**config.mk**
```make
export PLATFORM = sky130hd
export DESIGN_NAME = queue
export DESIGN_NICKNAME = d
export VERILOG_FILES = /design/src/rtl/queue.sv
export SDC_FILE = /design/constraint.sdc
export NUM_CORES = 1
export LEC_CHECK = 0
export ABC_AREA = 1
export CAP_MARGIN = 10
export CORE_ASPECT_RATIO = 0.8
export CORE_UTILIZATION = 35
export DETAILED_ROUTE_END_ITERATION = 8
export PLACE_DENSITY = 0.5
export SLEW_MARGIN = 20
export SYNTH_ARGS = -nofsm -noshare
export SYNTH_HDL_FRONTEND = slang
export SYNTH_SLANG_ARGS = --single-unit
```
**constraint.sdc**
```tcl
create_clock -name clk -period 2.7 [get_ports clk]
set_input_delay 0.675 -clock clk [delete_from_list [all_inputs] [get_ports clk]]
set_output_delay 0.675 -clock clk [all_outputs]
set_load 0.02 [all_outputs]
```
**src/rtl/queue.sv**
```systemverilog
// rtl/queue.sv - synchronous single-clock FIFO with registered read data
module queue #(
  parameter int WIDTH = 16,
  parameter int DEPTH = 8
) (
  input  logic             clk,
  input  logic             reset,
  input  logic [WIDTH-1:0] din,
  input  logic             read,
  input  logic             write,
  output logic [WIDTH-1:0] dout,
  output logic             empty,
  output logic             full
);

  localparam int AW = $clog2(DEPTH);
  localparam int CW = AW + 1;
  localparam logic [CW-1:0] FULL_COUNT = CW'(DEPTH);

  logic [WIDTH-1:0] mem [DEPTH];
  logic [AW-1:0]    wr_ptr;
  logic [AW-1:0]    rd_ptr;
  logic [CW-1:0]    count;
  logic             do_read;
  logic             do_write;

  // Accept decisions; a write while full is still taken when a pop frees the slot
  always_comb begin
    do_read  = read && !empty;
    do_write = write && (!full || read);
  end

  // Storage array, deliberately not reset
  always_ff @(posedge clk) begin
    if (do_write) begin
      mem[wr_ptr] <= din;
    end
  end

  // Pointers, occupancy and registered read data
  always_ff @(posedge clk or negedge reset) begin
    if (!reset) begin
      wr_ptr <= '0;
      rd_ptr <= '0;
      count  <= '0;
      dout   <= '0;
    end else begin
      if (do_write) begin
        wr_ptr <= wr_ptr + 1'b1;
      end
      if (do_read) begin
        rd_ptr <= rd_ptr + 1'b1;
        dout   <= mem[rd_ptr];
      end
      case ({do_write, do_read})
        2'b10:   count <= count + 1'b1;
        2'b01:   count <= count - 1'b1;
        default: count <= count;
      endcase
    end
  end

  // Status flags follow the occupancy register directly
  always_comb begin
    empty = (count == '0);
    full  = (count == FULL_COUNT);
  end

endmodule

```
==> results of run 1 <==
[sequential cells by signal, summed over array words and instances (netlist names)]
register	cells
mem	128
dout	16
count	4
rd_ptr	3
wr_ptr	3
[per-layer routing]
metal	vias up	part of all wire	wire (µm)
li1	2146	-	-
met1	2043	0.48	7040
met2	91	0.46	6830
met3	14	0.046	684
met4	0	0.012	172
met5	-	0	0
[per-stage QoR]
stage,setup slack (ns),hold WS (ns),utilization
2_1_floorplan,0.564,0.379,-
3_3_place_gp,0.0980,0.469,0.402
3_5_place_dp,0.0438,0.474,0.402
4_1_cts,0.198,0.490,0.432
5_1_grt,0.149,0.511,0.432
6_report,0.227,0.485,0.432
[logic make-up after synthesis]
family,share of synthesized area
AO/OA/AOI/OAI,0.00446
XOR/XNOR,0.00520
adder cells (fa/ha/maj),0.0123
buffers and inverters,0.0974
flip-flops,0.668
AND/OR/NAND/NOR,0.213
[placed cells by master, fill, tap and decap left out, types with 5 or more instances in the layout]
cell	count
nand2_2	12
nor2_1	5
buf_4	11
clkbuf_16	17
clkdlybuf4s50_1	37
edfxtp_1	128
inv_1	109
nand3_1	99
nand2_1	204
ha_1	5
buf_12	8
nor2_2	5
dfrtp_1	25
o21ai_0	6
[worst paths after layout]
check	endpoint	slack [ns]	depth (start not counted)
min in group asynchronous	dout[1]	0.66	2
worst min-delay path	dout[0]	0.49	2
worst min register to register	dout[0]	0.49	2
worst max register to register	count[3]	0.62	12
max in group asynchronous	rd_ptr[0]	1.71	2
worst max-delay path	full	0.23	2
[worst register-to-register path: stages, from the launching register on]
cell and delay (ns):
dfrtp_1 0.44, nor2_2 0.16, nand3_2 0.11, nand2_4 0.09, inv_4 0.03, ha_1 0.24, ha_1 0.32, or2_2 0.31
nand2_1 0.08, nand3_1 0.07, nand2_1 0.06, nand2_1 0.04, nand2_1 0.06
[synthesized netlist by cell type (2+ instances only)]
| cell type | n | area share |
|---|---|---|
| o21ai_0 | 6 | 0.0045 |
| clkbuf_1 | 2 | 0.0011 |
| edfxtp_1 | 128 | 0.57 |
| nor2_1 | 5 | 0.0028 |
| nand3_1 | 99 | 0.074 |
| nand2_2 | 12 | 0.011 |
| buf_12 | 2 | 0.0059 |
| buf_6 | 10 | 0.017 |
| xor2_1 | 2 | 0.0026 |
| xnor2_1 | 2 | 0.0026 |
| ha_1 | 5 | 0.0093 |
| inv_2 | 2 | 0.0011 |
| buf_2 | 10 | 0.0074 |
| nand2_1 | 204 | 0.11 |
| dfrtp_1 | 26 | 0.097 |
| inv_1 | 109 | 0.061 |
| buf_4 | 3 | 0.0033 |
| nor2_2 | 5 | 0.0046 |
[area by class of cell]
type	instances	area, µm²
Multi-Input combinational cell	347	1580
Timing Repair Buffer	56	613
Sequential cell	154	4500
Inverter	112	423
Tap cell	253	317
Fill cell	1780	10500
Clock inverter	10	126
Clock buffer	21	440
[power by group through the flow]
stage,clock (µW),sequential (µW),combinational (µW)
after global placement,0,3280,2870
after global routing,2470,3300,3280
after detailed placement,0,3300,2930
final,2320,3250,2890
after floorplan,0,3400,1900
after CTS,2380,3250,2950
==> flow_metrics.env, run 1 <==
export IMPL_num_antenna_cells=0
export IMPL_maxSlewHeadroom=0.507
export IMPL_grtUsageMet1=0.223
export IMPL_gr_max_usage_layer="met2"
export IMPL_worstPathRequired_ns=2.03
export IMPL_initial_core_util=0.364
export IMPL_crit_chain="nor4_1 -> clkdlybuf4s50_1"
export IMPL_clock_sinks=154
export IMPL_seqPwrFrac=0.383
export IMPL_ctsHoldBuffers=0
export IMPL_power_total_uw=8460
export IMPL_fmax_ghz=0.404
export IMPL_r2r_start="count[1]"
export IMPL_cpPeakStageDelay_ns=0.65
export IMPL_die_x_um=157
export IMPL_async_reset_ff_frac=0.169
export IMPL_fin_tns_setup_ns=0
export IMPL_dp_cells=922
export IMPL_cts_root_buf="clkbuf_16"
export IMPL_status="complete, no violations"
export IMPL_die_area_um2=19800
export IMPL_fin_skew_ns=0.00674
export IMPL_netSwitchingPower_uw=2950
export IMPL_cp_start_kind="flop"
export IMPL_slowest_stage="clkdlybuf4s50_1"
export IMPL_cp_arrival_ns=1.80
export IMPL_p_per_area_nw_per_um2=1060
export IMPL_wirelength_um=14700
export IMPL_nNetsFinal=714
export IMPL_first_global_vias=4406
export IMPL_cp_top_family="buffers and inverters"
export IMPL_clock_power_share=0.275
export IMPL_max_cap_violations=0
export IMPL_slew_violations=0
export IMPL_cts_resized=0
export IMPL_switching_share=0.349
export IMPL_p_int_uw=5510
export IMPL_design_core_area_um2=18500
export IMPL_vias_per_cell=4.51
export IMPL_final_cell_area_um2=8000
export IMPL_row_count=44
export IMPL_critPathLaunch="count[0]"
export IMPL_synth_cells=640
export IMPL_globalplace_congestion=0.769
export IMPL_post_dp_cell_area_um2=7430
export IMPL_hp_class="reg -> reg"
export IMPL_yosysWarnings=0
export IMPL_clkTransAtPathRegs_ns=0.06
export IMPL_yosysSeqAreaShare=0.668
export IMPL_vdd_ir_drop_max_v=0.000381
export IMPL_vias=4294
export IMPL_cts_buffers=17
export IMPL_grt_ovfl_total=0
export IMPL_end_kind="output port"
export IMPL_drt_pass1_iter_count=4
export IMPL_cts_setup_buffers=0
export IMPL_grt_start_max_net_pins=66
export IMPL_drive_above_1_share=0.0971
export IMPL_synth_nets=666
export IMPL_die_height_um=126
export IMPL_synth_edf_count=128
export IMPL_antenna_found_initial=0
export IMPL_clock_path_buffers=2
export IMPL_rsz0062_at_grt="false"
export IMPL_syn_avg_cell_area_um2=10.5
export IMPL_power_leakage_uw=0.00345
export IMPL_hp_start="dout[0]"
export IMPL_timing_final_crit_share=0.916
export IMPL_power_share_combinational=0.342
export IMPL_tritoncts="yes"
export IMPL_grt_util_met3=0.0375
export IMPL_fin_crit_ns=2.47
export IMPL_final_hold_viol_count=0
export IMPL_worstMarginPinSlew_ns=0.739
export IMPL_crit_fanout=5
export IMPL_met2_usage=0.267
export IMPL_synth_seq_cells=154
export IMPL_grt_usage=0.166
export IMPL_place_port_buffers=37
export IMPL_setup_violations=0
export IMPL_grt_pass1_wl_um=24300
export IMPL_syn_area_um2=6730
export IMPL_ioPinCount=38
export IMPL_yosysUniqueCellTypes=26
export IMPL_critPathKind="reg -> out"
export IMPL_insertion_delay_ns=0.41
export IMPL_crit_buf_inv=1
export IMPL_stdcell_count=953
export IMPL_ys_flop_type="edfxtp_1"
export IMPL_drc=0
export IMPL_drtIter0Drc=269
export IMPL_final_antenna_net_count=0
export IMPL_drt_wirelength_per_cell_um=15.5
export IMPL_area_growth_pct=18.8
export IMPL_cts_htree_levels=4
export IMPL_place_hpwl_um=8580
No activity file was read; power rests on OpenSTA's default activity.
==> inputs of run 2 (changes only) <==
Settings changed: CORE_ASPECT_RATIO 0.8 to 0.7, CORE_MARGIN from default to 4, PLACE_DENSITY 0.5 to 0.59.
==> flow_metrics.env, run 2 (synthesis gave the netlist of run 1 again) <==
export IMPL_status="complete, no violations"
export IMPL_dp_slack_ns=0.104
export IMPL_hp_class="reg -> reg"
export IMPL_drt_wirelength_per_cell_um=15.0
export IMPL_seqPwrFrac=0.382
export IMPL_maxSlewHeadroom=0.524
export IMPL_drive_above_1_share=0.119
export IMPL_switching_share=0.355
export IMPL_slew_violations=0
export IMPL_fin_tns_setup_ns=0
export IMPL_insertion_delay_ns=0.41
export IMPL_fin_crit_ns=2.49
export IMPL_cp_start_kind="flop"
export IMPL_max_cap_violations=0
export IMPL_setup_violations=0
export IMPL_cp_arrival_ns=1.82
export IMPL_r2r_slack_ns=0.73
export IMPL_fin_util=0.425
export IMPL_die_height_um=124
export IMPL_final_hold_viol_count=0
export IMPL_netSwitchingPower_uw=3040
export IMPL_grt_pass1_wl_um=22400
export IMPL_drt_pass1_iter_count=5
export IMPL_power_total_uw=8570
export IMPL_grt_usage=0.137
export IMPL_die_area_um2=21600
export IMPL_rsz0062_at_grt="false"
export IMPL_final_antenna_net_count=0
export IMPL_num_antenna_cells=0
export IMPL_power_leakage_uw=0.00349
export IMPL_initial_core_util=0.356
export IMPL_wirelength_um=14200
export IMPL_grt_ovfl_total=0
export IMPL_place_port_buffers=37
export IMPL_r2r_start="count[1]"
export IMPL_antenna_found_initial=0
export IMPL_row_count=42
export IMPL_first_global_vias=4007
export IMPL_fmax_ghz=0.401
export IMPL_crit_chain="inv_1 -> nor4_1 -> clkdlybuf4s50_1"
export IMPL_layout_setup_ws_ns=0.206
export IMPL_design_core_area_um2=18900
export IMPL_top_regs="mem: 128 flops, dout: 16 flops, count: 4 flops"
export IMPL_largest_reg_flops=128
export IMPL_worstMarginPinSlew_ns=0.714
export IMPL_slowest_stage="clkdlybuf4s50_1"
export IMPL_crit_fanout=4
export IMPL_cts_buffers=17
export IMPL_cp_top_family="buffers and inverters"
export IMPL_crit_buf_inv=2
export IMPL_top_register="mem"
export IMPL_die_x_um=174
export IMPL_critPathLaunch="count[3]"
export IMPL_final_cell_mix="nand2_1 (204), edfxtp_1 (128), inv_1 (109)"
export IMPL_worstSetupEndpoint="full"
export IMPL_clock_path_buffers=2
export IMPL_vdd_ir_drop_max_v=0.000439
export IMPL_power_share_combinational=0.330
export IMPL_drtIter0Drc=354
export IMPL_clock_sinks=154
export IMPL_cts_setup_buffers=0
export IMPL_cpPeakStageDelay_ns=0.65
export IMPL_vias_per_cell=4.50
export IMPL_reg2reg_to="count[3]"
export IMPL_critPathKind="reg -> out"
export IMPL_globalplace_congestion=0.729
export IMPL_place_hpwl_um=8690
export IMPL_cp_depth=3
export IMPL_end_kind="output port"
export IMPL_worstPathRequired_ns=2.03
export IMPL_cts_htree_levels=4
export IMPL_fill_cells=1788
export IMPL_cts_resized=0
export IMPL_tritoncts="yes"
export IMPL_cts_root_buf="clkbuf_16"
export IMPL_p_int_uw=5530
export IMPL_ctsHoldBuffers=0
export IMPL_area_growth_pct=19.5
export IMPL_mostFrequentLayoutCell="nand2_1"
export IMPL_reg2regPathDepth=12
export IMPL_multi_input_area_um2=1590
export IMPL_grt_start_max_net_pins=41
export IMPL_clkTransAtPathRegs_ns=0.07
export IMPL_nNetsFinal=718
export IMPL_fin_skew_ns=0.00893
export IMPL_clock_power_share=0.288
export IMPL_ioPinCount=38
export IMPL_vias=4265
export IMPL_timing_final_crit_share=0.924
export IMPL_drc=0
export IMPL_regArea_um2=4500
export IMPL_p_per_area_nw_per_um2=1060
-- run 2: worst min path at each step --
stage / depth (start not counted) / slack, ns / from / endpoint
after global routing: 2 / 0.51 / dout[8] / dout[8]
after global placement: 2 / 0.46 / dout[14] / dout[14]
after detailed placement: 2 / 0.47 / dout[14] / dout[14]
final: 2 / 0.48 / dout[14] / dout[14]
after CTS: 2 / 0.48 / dout[14] / dout[14]
after floorplan: 0 / 0.38 / reset / count[0]
-- run 2: through the flow --
stage / instances / hold slack [ns] / area (µm²)
CTS: 947 / 0.483 / 8050
global route: 947 / 0.511 / 8050
finish: 947 / 0.480 / 8050
floorplan: 640 / 0.379 / 6730
global placement: 915 / 0.464 / 7430
detailed placement: 915 / 0.467 / 7430
-- run 2: per-layer routing --
| layer | GRT usage | wire, µm |
|---|---|---|
| met1 | 0.199 | 6980 |
| met2 | 0.208 | 6040 |
| met3 | 0.0303 | 1070 |
| met4 | 0.0425 | 63 |
| met5 | 0 | 0 |
-- run 2: final cells by class --
type / instances / share of cell area
clock buffers: 17 / 0.0529
clock inverters: 15 / 0.0236
inverters: 112 / 0.0525
multi-input cells: 347 / 0.198
flip-flops and latches: 154 / 0.559
well taps: 242 / 0.0376
repair buffers: 60 / 0.0768
-- run 2: worst min-delay path, delay by kind of cell (launching register included) --
family | cells | cell delay [ns]
AND/OR/NAND/NOR | 2 | 0.10
flip-flops | 1 | 0.34
-- run 2: power groups by stage --
stage | registers, µW | logic (µW) | clock network (µW)
6_report | 3270 | 2830 | 2460
3_5_place_dp | 3330 | 2850 | 0
3_3_place_gp | 3320 | 2830 | 0
4_1_cts | 3280 | 2870 | 2510
2_1_floorplan | 3400 | 1900 | 0
5_1_grt | 3330 | 3180 | 2620
==> inputs of run 3 (changes only) <==
Settings changed: SETUP_SLACK_MARGIN from default to 0.05.
==> results of run 3 <==
Final layout, timing and power as in run 2 (identical DEF).
